==> config.mk <==
export PLATFORM = sky130hd
export DESIGN_NAME = clk_div_ctrl
export DESIGN_NICKNAME = d
export VERILOG_FILES = /design/src/rtl/clk_div_ctrl.sv
export SDC_FILE = /design/constraint.sdc
export NUM_CORES = 1
export LEC_CHECK = 0
export BUFFER_PORTS_ARGS = -buffer_cell sky130_fd_sc_hd__clkbuf_2
export CAP_MARGIN = 20
export CORE_ASPECT_RATIO = 1.25
export CORE_MARGIN = 3
export CORE_UTILIZATION = 50
export CTS_CLUSTER_DIAMETER = 150
export DETAILED_ROUTE_END_ITERATION = 7
export GPL_ROUTABILITY_DRIVEN = 0
export GPL_TIMING_DRIVEN = 0
export PLACE_DENSITY = 0.74
export SLEW_MARGIN = 20
export SYNTH_ARGS = -nofsm -noshare
export SYNTH_HDL_FRONTEND = slang
export SYNTH_SLANG_ARGS = --single-unit
==> constraint.sdc <==
create_clock -name clk -period 3 [get_ports clk]
set_input_delay 0.15 -clock clk [delete_from_list [all_inputs] [get_ports clk]]
set_output_delay 0.15 -clock clk [all_outputs]
set_load 0.1 [all_outputs]
==> src/rtl/clk_div_ctrl.sv <==
// clk_div_ctrl: run-time programmable, glitch-free clock divider.
// Makes clk_out (period 2*cur_div) plus a one-cycle clk_rise strobe.
//
// Ports:
//   clk, rst      system clock, async active-high reset
//   run           level, 1 = produce clk_out, 0 = stop in low phase
//   cfg_req       one-cycle pulse, load cfg_div as new half-period
//   cfg_div       requested half-period, sampled with cfg_req
//   cfg_ack       one-cycle pulse, request applied or rejected
//   cfg_err       pulses with cfg_ack when cfg_div==0 was rejected
//   cfg_busy      accepted request waiting for a falling toggle
//   cur_div       half-period in effect
//   running       high in RUN or STOP
//   clk_out       divided clock, 50% duty
//   clk_rise      high for the cycle after clk_out goes 0->1
module clk_div_ctrl #(
   parameter int CNT_W   = 8,
   parameter int DEF_DIV = 1
) (
   input  logic             clk,
   input  logic             rst,
   input  logic             run,
   input  logic             cfg_req,
   input  logic [CNT_W-1:0] cfg_div,
   output logic             cfg_ack,
   output logic             cfg_err,
   output logic             cfg_busy,
   output logic [CNT_W-1:0] cur_div,
   output logic             running,
   output logic             clk_out,
   output logic             clk_rise
);

   typedef enum logic [1:0] {
      IDLE,
      RUN,
      STOP
   } state_t;

   state_t           state, state_n;
   logic [CNT_W-1:0] cnt, cnt_n;
   logic [CNT_W-1:0] div_n;
   logic [CNT_W-1:0] pend, pend_n;
   logic             busy_n, ack_n, err_n;
   logic             clk_n, rise_n, run_n;
   logic             tog, fall;
   logic             req_ok, req_zero;

   assign tog      = (cnt == cur_div - CNT_W'(1));
   assign req_zero = cfg_req & ~cfg_busy & (cfg_div == '0);
   assign req_ok   = cfg_req & ~cfg_busy & (cfg_div != '0);

   always_comb begin
      state_n = state;
      cnt_n   = cnt;
      div_n   = cur_div;
      pend_n  = pend;
      busy_n  = cfg_busy;
      ack_n   = 1'b0;
      err_n   = 1'b0;
      clk_n   = clk_out;
      fall    = 1'b0;

      unique case (state)
         IDLE: begin
            cnt_n = '0;
            clk_n = 1'b0;
            if (run)
               state_n = RUN;
         end
         RUN: begin
            if (tog) begin
               cnt_n = '0;
               clk_n = ~clk_out;
            end else begin
               cnt_n = cnt + CNT_W'(1);
            end
            fall = tog & clk_out;
            if (!run) begin
               if (!clk_out) begin
                  // already low: stop here, never start a new high phase
                  state_n = IDLE;
                  cnt_n   = '0;
                  clk_n   = 1'b0;
               end else if (tog) begin
                  // high phase ends on this very edge
                  state_n = IDLE;
               end else begin
                  state_n = STOP;
               end
            end
         end
         STOP: begin
            if (tog) begin
               cnt_n   = '0;
               clk_n   = 1'b0;
               fall    = 1'b1;
               state_n = IDLE;
            end else begin
               cnt_n = cnt + CNT_W'(1);
            end
         end
         default: begin
            state_n = IDLE;
            cnt_n   = '0;
            clk_n   = 1'b0;
         end
      endcase

      // A pending ratio is applied on a falling toggle, or at once
      // if the divider has meanwhile fallen back to IDLE.
      if (cfg_busy && (fall || state == IDLE)) begin
         div_n  = pend;
         cnt_n  = '0;
         busy_n = 1'b0;
         ack_n  = 1'b1;
      end else if (req_zero) begin
         ack_n = 1'b1;
         err_n = 1'b1;
      end else if (req_ok) begin
         if (state == IDLE) begin
            div_n = cfg_div;
            ack_n = 1'b1;
         end else begin
            pend_n = cfg_div;
            busy_n = 1'b1;
         end
      end

      rise_n = clk_n & ~clk_out;
      run_n  = (state_n != IDLE);
   end

   always_ff @(posedge clk or posedge rst) begin
      if (rst) begin
         state    <= IDLE;
         cnt      <= '0;
         cur_div  <= CNT_W'(DEF_DIV);
         pend     <= '0;
         cfg_busy <= 1'b0;
         cfg_ack  <= 1'b0;
         cfg_err  <= 1'b0;
         clk_out  <= 1'b0;
         clk_rise <= 1'b0;
         running  <= 1'b0;
      end else begin
         state    <= state_n;
         cnt      <= cnt_n;
         cur_div  <= div_n;
         pend     <= pend_n;
         cfg_busy <= busy_n;
         cfg_ack  <= ack_n;
         cfg_err  <= err_n;
         clk_out  <= clk_n;
         clk_rise <= rise_n;
         running  <= run_n;
      end
   end

endmodule

==> results.cfg, run 1 <==
[synth]
synth_nets = 195
async_flop_share = 1.00
seq_area_frac_synth = 0.433
synthTopCellsByCount = dfrtp_1 (31), mux2_2 (21), nor2_1 (17)
synth.ff_latch_count = 32
synth_top_cells_by_area = dfrtp_1 (42%), mux2_2 (13%), ha_1 (5.4%), xor2_1 (4.3%), nor2_1 (3.4%)
synth_largest_area_cell = dfrtp_1
synth_ff_type = dfrtp_1
yosysTopAreaCellShare = 0.419
ys_types = 47
synth_edf_count = 0
syn_area_um2 = 1850
yosys_warnings = 0
synth.most_common_cell = dfrtp_1
synth.avg_cell_area_um2 = 10.6
synthCells = 175

[sta]
max_freq_ghz = 0.347
setup_viol = 0
slew_headroom = 0.557
finClkSkew_ns = 0.00463
post-route-period-util = 0.961
tightest_slew_ns = 0.664
fin_crit_ns = 2.88
hold_violations = 0
maxSlewViolCount = 0
layout_setup_ws_ns = 0.118

[critical_path]
cpMostUsedCell = a31oi_4
path_buf_inv = 2
cp.arrival_ns = 3.05
worstPathCellList = or3b_2 -> or4_1 -> o211a_1 -> o21ai_4 -> nand2_4 -> inv_2 -> ha_4 -> a31oi_4 -> nor2_4 -> a31oi_4 -> buf_12 -> mux2_4
cp_slowest_cell = or4_1
cp-start-kind = flip-flop
cp_max_fo = 8
max_stage_delay_ns = 0.51
critical_path_class = reg2reg
cp_top_family = simple AND/OR/NAND/NOR gates
endpoint_kind = flip-flop
worst_ep_required_time_ns = 3.17

[finish]
layout-drive-gt1-share = 0.415
syn_to_final_growth_pct = 26.6
final_util = 0.667
diodes = 0
fin_cells = 256
nets = 236

[placement]
placed_cells = 239
dpl.hpwl_um = 2980
post-place-ws_ns = -0.155
port_buffers = 25

[grt]
antenna_found_initial = 0
grt_max_degree = 33
grt_overflow_total = 0
grt_pass1_wl_um = 6670
grt_pass1_vias = 1495
gr-usage-all-layers = 0.200

[floorplan]
die_h_um = 74.0
rows = 24
dieWidth_um = 60.4
core_area_um2 = 3510
die_area_um2 = 4470
io_pins = 26
start_util = 0.527

[pwr]
p_leak_nw = 1.06
ir_drop_uv = 1300
fin_total_pwr_mw = 2.72
powerDensity_nw_per_um2 = 1160

[clock_network]
insertion_delay_ns = 0.28
cts_root_buf = clkbuf_8
cts_buffers = 5
clock_sinks = 32
htreeDepth = 2
cts_buffer_depth = 2
tritoncts = yes
clk_pin_slew_worst_paths_ns = 0.07

[flow_run]
maxCapViolCount = 0

[drt]
drt-initial-drc-count = 57
wirelength_um = 4130
wl_per_cell_um = 16.1
drc_errors = 0
ant_nets = 0
first_pass_iters = 4
via_count = 1439
via_per_inst = 5.62

[outcome]
status = completed

[hold_path]
min_path_type = in2reg
==> metal layers <==
| layer | vias up | share of wire | GRT usage |
|---|---|---|---|
| met1 | 697 | 0.41 | 0.238 |
| met4 | 0 | 0.017 | 0.0988 |
| met5 | - | 0 | 0 |
| li1 | 705 | - | - |
| met2 | 27 | 0.55 | 0.340 |
| met3 | 10 | 0.030 | 0.0417 |
==> cells by family (layout without fill, tap and decap cells) <==
family,Yosys count,in the layout,share of synthesized area
mux,23,23,0.139
flops,32,32,0.433
fa+ha+maj,8,8,0.0541
compound gates,31,31,0.127
simple gates,54,54,0.154
xor+xnor,14,14,0.0662
buf+inv,13,55,0.0264
==> worst register-to-register path, cell delays in order, from the launching register on <==
cell     delay [ns]
dfrtp_4        0.50
or3b_2         0.47
or4_1          0.51
o211a_1        0.15
o21ai_4        0.09
nand2_4        0.08
inv_2          0.07
ha_4           0.14
a31oi_4        0.09
nor2_4         0.15
a31oi_4        0.05
buf_12         0.17
mux2_4         0.30
==> area by class of cell <==
| cell class | count | area [um2] |
|---|---|---|
| buffer | 3 | 11.3 |
| fill | 268 | 1170 |
| sequential | 32 | 822 |
| timing repair buffer | 35 | 215 |
| clock buffer | 6 | 72.6 |
| inverter | 9 | 36.3 |
| clock inverter | 2 | 35.0 |
| multi-input combinational | 130 | 1100 |
| tap | 39 | 48.8 |
==> timing repair <==
action                                  CTS  global route
endpoints found under the setup margin    9            10
hold buffers                              1             0
hold endpoints to repair                 31             0
gates resized for setup                   3             3
setup buffers                             3             6
pin swaps                                 2             3
==> path summary, 6_finish.rpt <==
check / from / to / slack (ns) / cells past startpoint
setup / recovery: cur_div[5] / cur_div[4] / 0.12 / 12
hold / removal: cfg_div[4] / pend[4] / 0.14 / 2
setup reg to reg: cur_div[5] / cur_div[4] / 0.12 / 12
hold reg to reg: pend[5] / cur_div[5] / 0.51 / 1
max in group asynchronous: rst / cur_div[2] / 2.01 / 3
min in group asynchronous: rst / cnt[6] / 0.50 / 3
==> cell usage in the layout, fill, tap and decap left out, types with 3 or more instances in the layout <==
| master | n |
|---|---|
| nand3_1 | 6 |
| nor2b_1 | 5 |
| nor2_1 | 16 |
| xnor2_1 | 5 |
| mux2_4 | 7 |
| and3_1 | 3 |
| ha_1 | 6 |
| clkbuf_8 | 5 |
| a21oi_1 | 5 |
| dfrtp_2 | 4 |
| dfrtp_4 | 3 |
| clkbuf_2 | 25 |
| buf_4 | 8 |
| inv_1 | 5 |
| inv_2 | 3 |
| nand2b_1 | 3 |
| xor2_1 | 9 |
| o21ai_0 | 7 |
| mux2_2 | 15 |
| nand2_1 | 7 |
| dfrtp_1 | 24 |
==> where the power goes <==
part	switching [mW]	internal, mW
logic	1.01	0.561
clock network	0.157	0.246
registers	0.138	0.604
==> through the flow <==
step	hold WS [ns]	TNS, ns	instance area [um2]
final	0.138	0	2340
after global routing	0.143	-0.00637	2340
after CTS	0.119	0	2280
after detailed placement	0.267	-1.22	2120
after global placement	0.418	-0.332	2120
after floorplan	0.265	-0.484	1950
==> state kept, by name, summed over array words and instances (netlist names) <==
name / flops
cfg_ack: 1
cnt: 8
running: 1
clk_out: 1
cfg_busy: 1
state: 2
pend: 8
cfg_err: 1
clk_rise: 1
cur_div: 8
(Power assumes the default switching activity.)
==> run 2: changes to the inputs <==
GPL_TIMING_DRIVEN = default   (was 0)
==> run 2 against run 1 <==
Compared with the run above: sequential power increased by 0.8%; cell count decreased by 0.39%; sequential share of layout area decreased by 0.11 points; utilization increased by 0.21 points; first-iteration DRC count increased by 65%; global-route usage increased by 1.0 points; via count increased by 5.8%; clock-buffer cell count increased by 1.
==> results.cfg, run 2 (synthesis gave the netlist of run 1 again) <==
[placement]
dpl.hpwl_um = 3260
port_buffers = 25
placed_cells = 242
post-place-ws_ns = -0.0656
postPlaceCellArea_um2 = 2160

[floorplan]
core_area_um2 = 3510
die_area_um2 = 4470
rows = 24
die_h_um = 74.0
io_pins = 26
dieWidth_um = 60.4
start_util = 0.527

[pwr]
powerDensity_nw_per_um2 = 1140
switchingPower_mw = 1.33
ir_drop_uv = 1150
p_int_mw = 1.35
p_leak_nw = 1.06
swShare = 0.496
sequentialPowerShare = 0.280
clkPwrFrac = 0.129
p_comb_frac = 0.591
fin_total_pwr_mw = 2.67

[critical_path]
path_buf_inv = 2
worst_ep_required_time_ns = 3.17
max_stage_delay_ns = 0.55
cp-start-kind = flip-flop
endpoint_kind = flip-flop
cp_max_fo = 8
cpMostUsedCell = a31oi_4
cp_top_family = compound AO/OA/AOI/OAI gates
cp.arrival_ns = 3.06
worstPathCellList = or4_4 -> o221ai_1 -> o211a_1 -> o21ai_4 -> nand2_4 -> inv_2 -> ha_4 -> a31oi_4 -> nor2_2 -> a31oi_4 -> buf_12 -> mux2_4
cp_slowest_cell = or4_4
critical_path_class = reg2reg

[finish]
syn_to_final_growth_pct = 27.0
reg.largest.list = cnt x8, cur_div x8, pend x8
fillers = 267
final_area_um2 = 2350
fin_cells = 255
nets = 235
multiInputGateArea_um2 = 1100
final_cell_mix = clkbuf_2 (25), dfrtp_1 (24), nor2_1 (16)
seq_area_um2 = 822
diodes = 0
final_common_cell = clkbuf_2
layout-drive-gt1-share = 0.426

[sta]
tightest_slew_ns = 0.546
max_freq_ghz = 0.346
maxSlewViolCount = 0
setup_viol = 0
finClkSkew_ns = 0.00478
post-route-period-util = 0.964
fin_crit_ns = 2.89
whs_ns = 0.129
slew_headroom = 0.637
hold_violations = 0
layout_setup_ws_ns = 0.107

[hold_path]
min_path_type = in2reg

[grt]
grt_pass1_vias = 1478
grt_max_degree = 27
grt_pass1_wl_um = 6890
grt_overflow_total = 0
gr-usage-all-layers = 0.211
antenna_found_initial = 0

[clock_network]
cts_root_buf = clkbuf_8
htreeDepth = 2
clock_sinks = 32
cts_buffer_depth = 2
clk_pin_slew_worst_paths_ns = 0.07
cts_buffers = 5
insertion_delay_ns = 0.29
tritoncts = yes

[drt]
via_per_inst = 5.97
drt-initial-drc-count = 94
wl_per_cell_um = 17.0
drc_errors = 0
ant_nets = 0
first_pass_iters = 4
via_count = 1522
wirelength_um = 4340

[outcome]
status = completed

[flow_run]
maxCapViolCount = 0
[run 2: worst paths after layout]
check | cells past startpoint | slack, ns | startpoint | end
worst max-delay path | 12 | 0.11 | cur_div[0] | cur_div[4]
worst min-delay path | 2 | 0.13 | cfg_div[2] | pend[2]
worst max register to register | 12 | 0.11 | cur_div[0] | cur_div[4]
worst min register to register | 1 | 0.51 | pend[4] | cur_div[4]
max in group asynchronous | 4 | 2.08 | rst | cur_div[0]
min in group asynchronous | 3 | 0.40 | rst | cnt[2]
[run 2: power groups by stage]
stage / sequential (mW) / combinational [mW] / clock (mW)
after floorplan: 1.27 / 0.690 / 0
after global placement: 0.744 / 1.47 / 0
after detailed placement: 0.756 / 1.51 / 0
after CTS: 0.748 / 1.54 / 0.351
after global routing: 0.769 / 1.67 / 0.367
final: 0.749 / 1.58 / 0.345
[run 2: what timing repair did]
action / 4_1_cts / 5_1_grt
endpoints found under the setup margin: 8 / 9
resized for setup: 1 / 5
pin swaps: 1 / 2
buffers inserted: 1 / 2
endpoints found under the hold margin: 0 / 7
hold buffers: 0 / 1
[run 2: metrics by stage]
step            util  setup TNS, ns
6_report       0.669              0
5_1_grt        0.669       -0.00392
4_1_cts        0.649              0
3_5_place_dp   0.615         -0.476
3_3_place_gp   0.615              0
2_1_floorplan      -         -0.484
[run 2: area by class of cell]
cell class / instances / area share
multi-input combinational: 130 / 0.468
sequential: 32 / 0.350
timing repair buffer: 37 / 0.106
clock buffer: 7 / 0.0367
tap: 39 / 0.0208
inverter: 9 / 0.0154
clock inverter: 1 / 0.00319
[run 2: per-layer routing]
layer	vias to the layer above	share of wire	GRT usage
li1	702	-	-
met1	749	0.38	0.239
met2	58	0.54	0.361
met3	13	0.054	0.0521
met4	0	0.030	0.111
met5	-	0	0
==> run 3: changes to the inputs <==
CELL_PAD_IN_SITES_DETAIL_PLACEMENT = 0   (was default)
CELL_PAD_IN_SITES_GLOBAL_PLACEMENT = 1   (was default)
CORE_UTILIZATION = 40   (was 50)
HOLD_SLACK_MARGIN = 0.15   (was default)
PLACE_DENSITY = default   (was 0.74)
PLACE_DENSITY_LB_ADDON = 0.1   (was default)
==> run 3 against run 2 <==
Compared with the run above: utilization down 12 points; die area up 23%; clock power down 5.8%; final area up 2.7%; via count down 3.7%.
==> results.cfg, run 3 (synthesis gave the netlist of run 1 again) <==
[grt]
grt_max_degree = 33
gr-usage-all-layers = 0.162
grt_pass1_vias = 1451
grt_pass1_wl_um = 6650
antenna_found_initial = 0
grt_overflow_total = 0

[floorplan]
start_util = 0.418
die_h_um = 82.1
io_pins = 26
core_area_um2 = 4430
die_area_um2 = 5490
rows = 27
dieWidth_um = 66.9

[finish]
final_common_cell = clkbuf_2
fin_cells = 282
layout-drive-gt1-share = 0.411
diodes = 0
multiInputGateArea_um2 = 1090
seq_area_um2 = 822
final_cell_mix = clkbuf_2 (25), dfrtp_1 (24), nor2_1 (16)
fillers = 384
nets = 243
syn_to_final_growth_pct = 30.4
reg.largest.list = cnt x8, cur_div x8, pend x8

[sta]
tightest_slew_ns = 0.547
fin_crit_ns = 2.92
setup_viol = 0
slew_headroom = 0.637
max_freq_ghz = 0.343
hold_violations = 0
finalSetupTns_ns = 0
whs_ns = 0.154
layout_setup_ws_ns = 0.0839
post-route-period-util = 0.972
maxSlewViolCount = 0
finClkSkew_ns = 0.00868

[outcome]
status = completed

[drt]
drc_errors = 0
wl_per_cell_um = 14.6
wirelength_um = 4120
via_count = 1466
first_pass_iters = 4
drt-initial-drc-count = 66
via_per_inst = 5.20
ant_nets = 0

[flow_run]
maxCapViolCount = 0

[clock_network]
insertion_delay_ns = 0.28
tritoncts = yes
clock_sinks = 32
cts_buffers = 5
cts_buffer_depth = 2
clk_pin_slew_worst_paths_ns = 0.07
cts_root_buf = clkbuf_8
htreeDepth = 2

[critical_path]
critical_path_class = reg2reg
worst_ep_required_time_ns = 3.15
endpoint_kind = flip-flop
cp_max_fo = 5
cp_top_family = simple AND/OR/NAND/NOR gates
path_buf_inv = 0
cp-start-kind = flip-flop
cp.arrival_ns = 3.07
max_stage_delay_ns = 0.55
cp_slowest_cell = or4_4
worstPathCellList = or4_4 -> or2_2 -> o211a_1 -> o21ai_4 -> nand2_4 -> ha_1 -> nor2b_1 -> a21oi_2 -> a21oi_1 -> a311o_1

[pwr]
sequentialPowerShare = 0.283
swShare = 0.494
switchingPower_mw = 1.29
clkPwrFrac = 0.125
powerDensity_nw_per_um2 = 1080
p_comb_frac = 0.592
fin_total_pwr_mw = 2.61
p_int_mw = 1.32
ir_drop_uv = 431
p_leak_nw = 1.09

[placement]
placed_cells = 263
dpl.hpwl_um = 3090
post-place-ws_ns = -0.00516
port_buffers = 25

[hold_path]
min_path_type = in2reg
-- run 3: cell count changes in the layout (fill, tap and decap cells not counted), sizes merged --
cell	previous run	this run
clkinv	0	3
clkbuf	32	30
dlygate4sd3	1	9
clkinvlp	1	0
-- run 3: worst paths after layout --
kind	start	endpoint	slack [ns]	depth (start not counted)
worst min-delay path	cfg_div[5]	pend[5]	0.15	2
worst max register to register	cur_div[0]	running	0.08	10
max in group asynchronous	rst	cur_div[5]	2.17	4
worst min register to register	pend[6]	cur_div[6]	0.50	1
worst max-delay path	cur_div[0]	running	0.08	10
min in group asynchronous	rst	clk_out	0.48	4
-- run 3: routing by layer --
metal  share of wire  track usage  up-vias  wire [um]
li1                -            -      720          -
met1            0.42        0.195      715       1750
met2            0.53        0.282       23       2180
met3           0.026       0.0287        8        108
met4           0.021       0.0690        0         86
met5               0            0        -          0
-- run 3: area by class of cell --
type,count,share of cell area
Clock inverter,3,0.00777
Sequential cell,32,0.340
Multi-Input combinational cell,130,0.450
Timing Repair Buffer,45,0.128
Inverter,9,0.0150
Tap cell,58,0.0301
Clock buffer,5,0.0285
-- run 3: power groups by stage --
stage / sequential, mW / clock (mW) / combinational [mW]
after floorplan: 1.27 / 0 / 0.690
after global placement: 0.744 / 0 / 1.51
after detailed placement: 0.751 / 0 / 1.53
after CTS: 0.743 / 0.332 / 1.54
after global routing: 0.760 / 0.347 / 1.64
final: 0.738 / 0.325 / 1.55
-- run 3: what timing repair did --
| action | in CTS | in global routing |
|---|---|---|
| hold buffers | 9 | 0 |
| pin swaps | 0 | 1 |
| resized for setup | 1 | 2 |
| setup endpoints to repair | 8 | 9 |
| setup buffers | 0 | 2 |
| hold endpoints to repair | 39 | 0 |
-- run 3: metrics by stage --
step	area [um2]	util
6_report	2410	0.546
3_3_place_gp	2210	0.500
5_1_grt	2410	0.546
3_5_place_dp	2210	0.500
2_1_floorplan	1950	-
4_1_cts	2390	0.540
